**src/rtl/crypto_pkg.sv**
```systemverilog
// Shared widths and state encoding for the block-level crypto datapath.
package crypto_pkg;

   localparam int DEF_DATA_WIDTH  = 256;
   localparam int DEF_BYTE_WIDTH  = 8;
   localparam int BYTES_PER_BLOCK = DEF_DATA_WIDTH / DEF_BYTE_WIDTH;

   typedef enum logic {
      ST_IDLE   = 1'b0,
      ST_STREAM = 1'b1
   } unpack_state_e;

   // Counter width that stays legal when the modulus is 1.
   function automatic int cnt_width(input int n);
      return (n > 1) ? $clog2(n) : 1;
   endfunction

endpackage

```
**src/rtl/block_buffer.sv**
```systemverilog
// DEPTH-slot circular block store; rd_data always shows the oldest slot.
module block_buffer
   import crypto_pkg::*;
#(
   parameter int DATA_WIDTH = DEF_DATA_WIDTH,
   parameter int DEPTH      = 2
) (
   input  logic                       clk,
   input  logic                       reset_n,
   input  logic                       push,
   input  logic                       pop,
   input  logic [DATA_WIDTH-1:0]      wr_data,
   output logic [DATA_WIDTH-1:0]      rd_data,
   output logic [$clog2(DEPTH):0]     occupancy,
   output logic                       full,
   output logic                       empty
);

   localparam int PW = $clog2(DEPTH);
   localparam int OW = PW + 1;

   logic [DATA_WIDTH-1:0] mem [DEPTH];
   logic [PW-1:0]         wr_ptr;
   logic [PW-1:0]         rd_ptr;

   always_ff @(posedge clk or negedge reset_n) begin
      if (!reset_n) begin
         wr_ptr    <= '0;
         rd_ptr    <= '0;
         occupancy <= '0;
      end else begin
         if (push) wr_ptr <= wr_ptr + 1'b1;
         if (pop)  rd_ptr <= rd_ptr + 1'b1;
         case ({push, pop})
            2'b10:   occupancy <= occupancy + 1'b1;
            2'b01:   occupancy <= occupancy - 1'b1;
            default: ;
         endcase
      end
   end

   // Payload needs no reset: occupancy gates every read.
   always_ff @(posedge clk) begin
      if (push) mem[wr_ptr] <= wr_data;
   end

   assign rd_data = mem[rd_ptr];
   assign full    = (occupancy == OW'(DEPTH));
   assign empty   = (occupancy == '0);

endmodule

```
**src/rtl/cipher_block_unpacker.sv**
```systemverilog
// Buffers cipher blocks arriving as unthrottled pulses and replays them as a
// byte stream, MSB byte first, with block-end and frame-end markers.
module cipher_block_unpacker
   import crypto_pkg::*;
#(
   parameter int DATA_WIDTH   = DEF_DATA_WIDTH,
   parameter int BYTE_WIDTH   = DEF_BYTE_WIDTH,
   parameter int DEPTH        = 2,
   parameter int FRAME_BLOCKS = 4
) (
   input  logic                       clk,
   input  logic                       reset_n,
   input  logic                       s_valid,
   input  logic [DATA_WIDTH-1:0]      s_data,
   output logic                       m_valid,
   input  logic                       m_ready,
   output logic [BYTE_WIDTH-1:0]      m_data,
   output logic                       m_last_byte,
   output logic                       m_last,
   output logic [$clog2(DEPTH):0]     occupancy,
   output logic                       overflow,
   input  logic                       clear_overflow
);

   localparam int NBYTES = DATA_WIDTH / BYTE_WIDTH;
   localparam int KW     = cnt_width(NBYTES);
   localparam int FW     = cnt_width(FRAME_BLOCKS);
   localparam int OW     = $clog2(DEPTH) + 1;
   localparam logic [KW-1:0] K_LAST = KW'(NBYTES - 1);
   localparam logic [FW-1:0] F_LAST = FW'(FRAME_BLOCKS - 1);

   unpack_state_e state, state_nxt;

   logic [KW-1:0]                     k;
   logic [FW-1:0]                     frame_cnt;
   logic                              push, pop, xfer, at_last, full, empty;
   logic [DATA_WIDTH-1:0]             rd_data;
   logic [NBYTES-1:0][BYTE_WIDTH-1:0] rd_bytes;

   assign xfer    = m_valid && m_ready;
   assign at_last = (k == K_LAST);
   assign pop     = xfer && at_last;
   // A pop frees the slot at the same edge, so a full buffer still accepts.
   assign push    = s_valid && (!full || pop);

   block_buffer #(
      .DATA_WIDTH (DATA_WIDTH),
      .DEPTH      (DEPTH)
   ) u_buf (
      .clk       (clk),
      .reset_n   (reset_n),
      .push      (push),
      .pop       (pop),
      .wr_data   (s_data),
      .rd_data   (rd_data),
      .occupancy (occupancy),
      .full      (full),
      .empty     (empty)
   );

   always_ff @(posedge clk or negedge reset_n) begin
      if (!reset_n) state <= ST_IDLE;
      else          state <= state_nxt;
   end

   always_comb begin
      state_nxt = state;
      m_valid   = 1'b0;
      case (state)
         ST_IDLE: begin
            if (!empty) state_nxt = ST_STREAM;
         end
         ST_STREAM: begin
            m_valid = 1'b1;
            if (pop && (occupancy == OW'(1)) && !push) state_nxt = ST_IDLE;
         end
         default: state_nxt = ST_IDLE;
      endcase
   end

   always_ff @(posedge clk or negedge reset_n) begin
      if (!reset_n) begin
         k         <= '0;
         frame_cnt <= '0;
         overflow  <= 1'b0;
      end else begin
         if (pop)       k <= '0;
         else if (xfer) k <= k + 1'b1;
         if (pop) frame_cnt <= (frame_cnt == F_LAST) ? '0 : frame_cnt + 1'b1;
         // A fresh drop wins over a concurrent clear.
         if (s_valid && !push)    overflow <= 1'b1;
         else if (clear_overflow) overflow <= 1'b0;
      end
   end

   assign rd_bytes    = rd_data;
   assign m_data      = m_valid ? rd_bytes[K_LAST - k] : '0;
   assign m_last_byte = m_valid && at_last;
   assign m_last      = m_last_byte && (frame_cnt == F_LAST);

endmodule

```
**config.mk**
```make
export PLATFORM = sky130hd
export DESIGN_NAME = cipher_block_unpacker
export DESIGN_NICKNAME = d
export VERILOG_FILES = /design/src/rtl/crypto_pkg.sv /design/src/rtl/block_buffer.sv /design/src/rtl/cipher_block_unpacker.sv
export SDC_FILE = /design/constraint.sdc
export NUM_CORES = 1
export LEC_CHECK = 0
export ABC_AREA = 1
export BUFFER_PORTS_ARGS = -buffer_cell sky130_fd_sc_hd__buf_2
export CAP_MARGIN = 30
export CORE_MARGIN = 2
export CORE_UTILIZATION = 31
export CTS_BUF_LIST = sky130_fd_sc_hd__clkbuf_16
export DETAILED_ROUTE_END_ITERATION = 8
export HOLD_SLACK_MARGIN = 0.12
export PLACE_DENSITY_LB_ADDON = 0.25
export SYNTH_ARGS = -nofsm -noshare
export SYNTH_HDL_FRONTEND = slang
export SYNTH_HIERARCHICAL = 1
export SYNTH_SLANG_ARGS = --single-unit
```
**constraint.sdc**
```tcl
create_clock -name clk -period 24.2 [get_ports clk]
set_clock_uncertainty 0.2 [all_clocks]
set_input_delay 2.42 -clock clk [delete_from_list [all_inputs] [get_ports clk]]
set_output_delay 2.42 -clock clk [all_outputs]
set_load 0.01 [all_outputs]
```
Word level (Yosys, flattened, before mapping)
Memory sizes are Yosys's and may differ from the RTL's.
Cells that the tools add are included.
{ "totals": {"elab_cells": 53, "ram_bits": 512, "output_inout_bits": 14, "reg_bits": 13, "memories": 1} }
{ "memory_table": {"columns": ["name", "depth", "word_bits", "rd", "rd_ports_with_merged_regs", "wr", "line_no", "rtl"], "rows": [
  ["u_buf.mem", 2, 256, 1, 0, 1, "block_buffer.sv:22", "logic [DATA_WIDTH-1:0] mem [DEPTH];"]
]} }
{ "op_classes": {"order_cmp": 1, "bitwise_logic": 1, "n_eq_ne": 6, "reduce_logical": 15, "n_addsub": 7, "muxes": 15} }
{ "ops": {"columns": ["operator", "count"], "rows": [
  ["binary-select mux 8 bit (select 5 bit)", 1],
  ["two-way mux 8 bit", 2],
  ["two-way mux 5 bit", 2],
  ["logical AND 1 bit", 8],
  ["two-way mux 1 bit", 7],
  ["== test 2 bit (second input constant)", 3],
  ["< comparator 5 x 6 -> 1 bit (second input constant)", 1],
  ["nonzero test 2 bit", 3],
  ["adder 5 x 1 -> 5 bit (second input constant)", 1],
  ["== test 5 bit (second input constant)", 1],
  ["subtractor 5 bit (first input constant)", 1],
  ["adder 2 x 1 -> 2 bit (second input constant)", 2],
  ["== test 2 x 1 -> 1 bit (second input constant)", 2],
  ["one-hot mux 2 bit (2 select lines)", 1],
  ["adder 1 bit (second input constant)", 2],
  ["logical NOT 1 bit", 2],
  ["logical NOT 2 bit", 1],
  ["two-way mux 2 bit", 1],
  ["one-hot mux 1 bit (2 select lines)", 1],
  ["subtractor 2 x 1 -> 2 bit (second input constant)", 1],
  ["logical OR 1 bit", 1],
  ["inverter 1 bit", 1]
]} }

Depth between registers and ports, before layout
{ "logic_depth": {"word_depth": 9, "mapped_depth": 15, "mapped_depth_nobuf": 15} }

Modules after synthesis
Netlist, hierarchy kept.
{ "modules_own_cells": {"columns": ["module", "n_inst", "area_each_um2", "cells_each"], "rows": [
  ["block_buffer", 1, 19311.0, 1361],
  ["cipher_block_unpacker", 1, 3360.7, 746]
]} }

Least setup slack after synthesis
Ideal clock, no wire load.
{ "synth_path": {"path_kind": "input -> register", "startpoint": "in m_ready", "endpoint": "mem u_buf/mem[0][0] in the netlist's numbering, enable pin", "slack_ns": 9.134, "required_time_ns": 23.123, "arrival_ns": 13.989, "stages": 6, "cell_sequence": "nand2_1 > nor2_1 > inv_1 > a21boi_0 > inv_1 > nor2_1"} }
{ "synth_via": {"elab_chain_len": 6} }
{ "synth_rtl": {"columns": ["element", "line_no", "rtl"], "rows": [
  ["start: declaration", "cipher_block_unpacker.sv:16", "input logic m_ready,"],
  ["logical AND 1 bit", "cipher_block_unpacker.sv:40", "assign xfer = m_valid && m_ready;"],
  ["logical AND 1 bit", "cipher_block_unpacker.sv:42", "assign pop = xfer && at_last;"],
  ["named net pop", "cipher_block_unpacker.sv:36", "logic push, pop, xfer, at_last, full, empty;"],
  ["logical OR 1 bit", "cipher_block_unpacker.sv:44", "assign push = s_valid && (!full || pop);"],
  ["logical AND 1 bit", "cipher_block_unpacker.sv:44", null],
  ["named net push", "cipher_block_unpacker.sv:36", null],
  ["two-way mux 1 bit", "block_buffer.sv:44", "if (push) mem[wr_ptr] <= wr_data;"],
  ["two-way mux 1 bit (implied by the code)", "block_buffer.sv:44", null],
  ["end: declaration", "block_buffer.sv:22", null]
]} }
The timed path passes the listed nets, and every way through them passes these cells.

==> metrics <==
outcome finished, final reports clean; routed length per instance 18.3 µm; Worst Hold Class flip-flop to flip-flop; largest net degree at the start of global routing 228; final core occ 0.365; drt pass-1 iters 5; share of cells above drive strength 1 0.157; Layout Nets 2618; area of the multi-input gates 4850 µm²; VDD IR-drop max 61.8 µV; Max Clk Rate 149 MHz; Mapped Area 22700 µm²; Setup Buffers After CTS 0; Clock Tree Buf Depth 3; die footprint 75300 µm²; distinct cell type count of the synthesized netlist 26; Yosys Warn Count 6; CTS tree yes; dpl cells 3254; die height 274 µm; WP data required 21.58 ns; flops & latches, synth 525; startpoint types flip-flop; Congestion Overflow GR 0; Die W 274 µm; setup TNS 0 ns; Vias/cell 4.47; Routed Antenna Nets 0; Mapped Avg Cell Area 10.8 µm²; Synth Instances 2107; register area 15700 µm²; GPL Wtd Cong 0.784; worst-skew pair later-pin latency 0.62 ns; Seq/Total Area, Yosys 0.692; DP Area 24800 µm²; Initial Utilization 0.312; Setup Viol. Count Final 0; via count 15055; Worst Tran Pin Value 1.02 ns; syn nets 2372; initial antenna violation count 21; H-tree Lvls 2; Post-DP HPWL 41.2 mm; Power Density 115 nW/µm²; design area 26600 µm²; RSZ-0062 raised after global routing false; total power 0.00306 W; cts hold-fix bufs 0; worst-path fanout max 227; vias in the first global route 14382; Lkg Pwr 11.0 nW; Relative slew margins 0.319; Iter 0 DRT Violations 1195; standard-cell row count 99; WL final 61.6 mm; Reg clk slew, reported paths 0.06 ns; crit end category primary output; final hold violations 0; CP arrival 4.08 ns; total core area 72700 µm²; first-pass GRT wire length 90.1 mm; area grow syn2layout 17.2%; max-cap viol count 0; post-cts resize count 0; Post-Layout Cell Count 3368; period utilization 0.277; CP Class flip-flop to primary output; # IOs 275; GRT Util Overall 0.161; DRC violations left 0; Sink Count 525; I/O Buffers 274; Final Slew Violations 0; fillcell total 7231; crit path time final 6.70 ns; CTS buffer count 56; Reg2Reg Setup Slack 18.62 ns; root buffer selected by CTS clkbuf_16
synth_stat cells:
| cell | number | area (µm²) |
|---|---|---|
| nor2_1 | 81 | 304 |
| clkbuf_1 | 13 | 48.8 |
| a21oi_1 | 9 | 45.0 |
| nand2_1 | 578 | 2170 |
| buf_1 | 2 | 7.51 |
| o21ai_1 | 219 | 1100 |
| nand3_1 | 133 | 666 |
| nand4_1 | 1 | 6.26 |
| a32oi_1 | 1 | 8.76 |
| a21boi_0 | 1 | 7.51 |
| buf_2 | 29 | 145 |
| xor2_1 | 2 | 17.5 |
| edfxtp_1 | 512 | 15400 |
| inv_1 | 353 | 1330 |
| xnor2_1 | 1 | 8.76 |
| buf_6 | 32 | 360 |
| inv_2 | 3 | 11.3 |
| nor4_4 | 1 | 21.3 |
| o21ai_0 | 84 | 420 |
| nand2_2 | 1 | 6.26 |
| ha_1 | 4 | 50.1 |
| buf_4 | 30 | 225 |
| dfrtp_1 | 13 | 325 |
| clkinv_1 | 2 | 7.51 |
| o21a_1 | 1 | 7.51 |
| a31oi_1 | 1 | 6.26 |
layout by cell type (no fill, tap or decap), drive strengths merged, types with 10 or more instances in the layout:
cell	netlist	layout
dfrtp	13	13
diode	0	10
clkinv	2	28
nand3	133	133
edfxtp	512	512
nand2	579	579
clkbuf	13	56
nor2	81	81
inv	356	372
buf	93	294
o21ai	303	303
metal layers:
layer,vias to the layer above,GRT usage,routed length [µm]
met2,405,0.254,28400
met5,-,0,56
met1,7133,0.222,27600
met4,10,0.0438,1310
met3,99,0.0363,4350
li1,7408,-,-
through the flow:
step,hold WS [ns],setup slack [ns]
floorplan,0.246,9.13
global placement,0.267,17.15
detailed placement,0.290,17.49
CTS,0.304,17.44
global route,0.334,17.13
finish,0.301,17.50
critical path: stages, from the launching register on:
cell,delay (ns)
dfrtp_4,1.00
buf_12,0.63
nand2_1,0.10
o21ai_1,0.14
inv_1,0.08
nand2_1,0.06
nand3_1,0.10
a21oi_1,0.18
nor2_1,0.12
nand2_1,0.08
nand2_1,0.06
nor2_1,0.40
buf_2,0.23
logic make-up (layout without fill, tap and decap cells):
kind of cell,count (synthesis),in the layout,share of synthesized area
buffers and inverters,464,756,0.0940
adders and majority gates,4,4,0.00221
xor gates and xnor gates,3,3,0.00116
other,0,10,0
AOI/OAI and AO/OA,316,316,0.0702
DFF,525,525,0.692
and+or+nand+nor,795,795,0.140
cell type report:
| class | count | area share |
|---|---|---|
| sequential | 525 | 0.591 |
| multi-input combinational | 1118 | 0.182 |
| timing repair buffer | 294 | 0.0627 |
| clock buffer | 56 | 0.0527 |
| inverter | 358 | 0.0510 |
| tap | 959 | 0.0452 |
| clock inverter | 48 | 0.0137 |
| antenna | 10 | 0.000942 |
path summary, 6_finish.rpt:
kind,start,endpoint,cells past startpoint
max reg2reg,k[0],u_buf/mem[1][130],14
min,frame_cnt[1],frame_cnt[1],2
max,u_buf/rd_ptr,m_data[1],12
min reg2reg,frame_cnt[1],frame_cnt[1],2
max in group asynchronous,reset_n,k[0],1
min in group asynchronous,reset_n,k[1],1
flip-flops by register name (all words and copies together) (netlist names):
name             cells
u_buf/mem          512
k                    5
frame_cnt            2
u_buf/occupancy      2
overflow             1
state                1
u_buf/rd_ptr         1
u_buf/wr_ptr         1
power breakdown:
| group | internal (W) | switching [W] | leakage [nW] |
|---|---|---|---|
| Sequential | 0.00124 | 0.0000842 | 4.92 |
| Clock | 0.000472 | 0.000353 | 0.915 |
| Combinational | 0.000258 | 0.000655 | 5.12 |
| Total | 0.00197 | 0.00109 | 11.0 |
No activity file was read; power rests on OpenSTA's default activity.
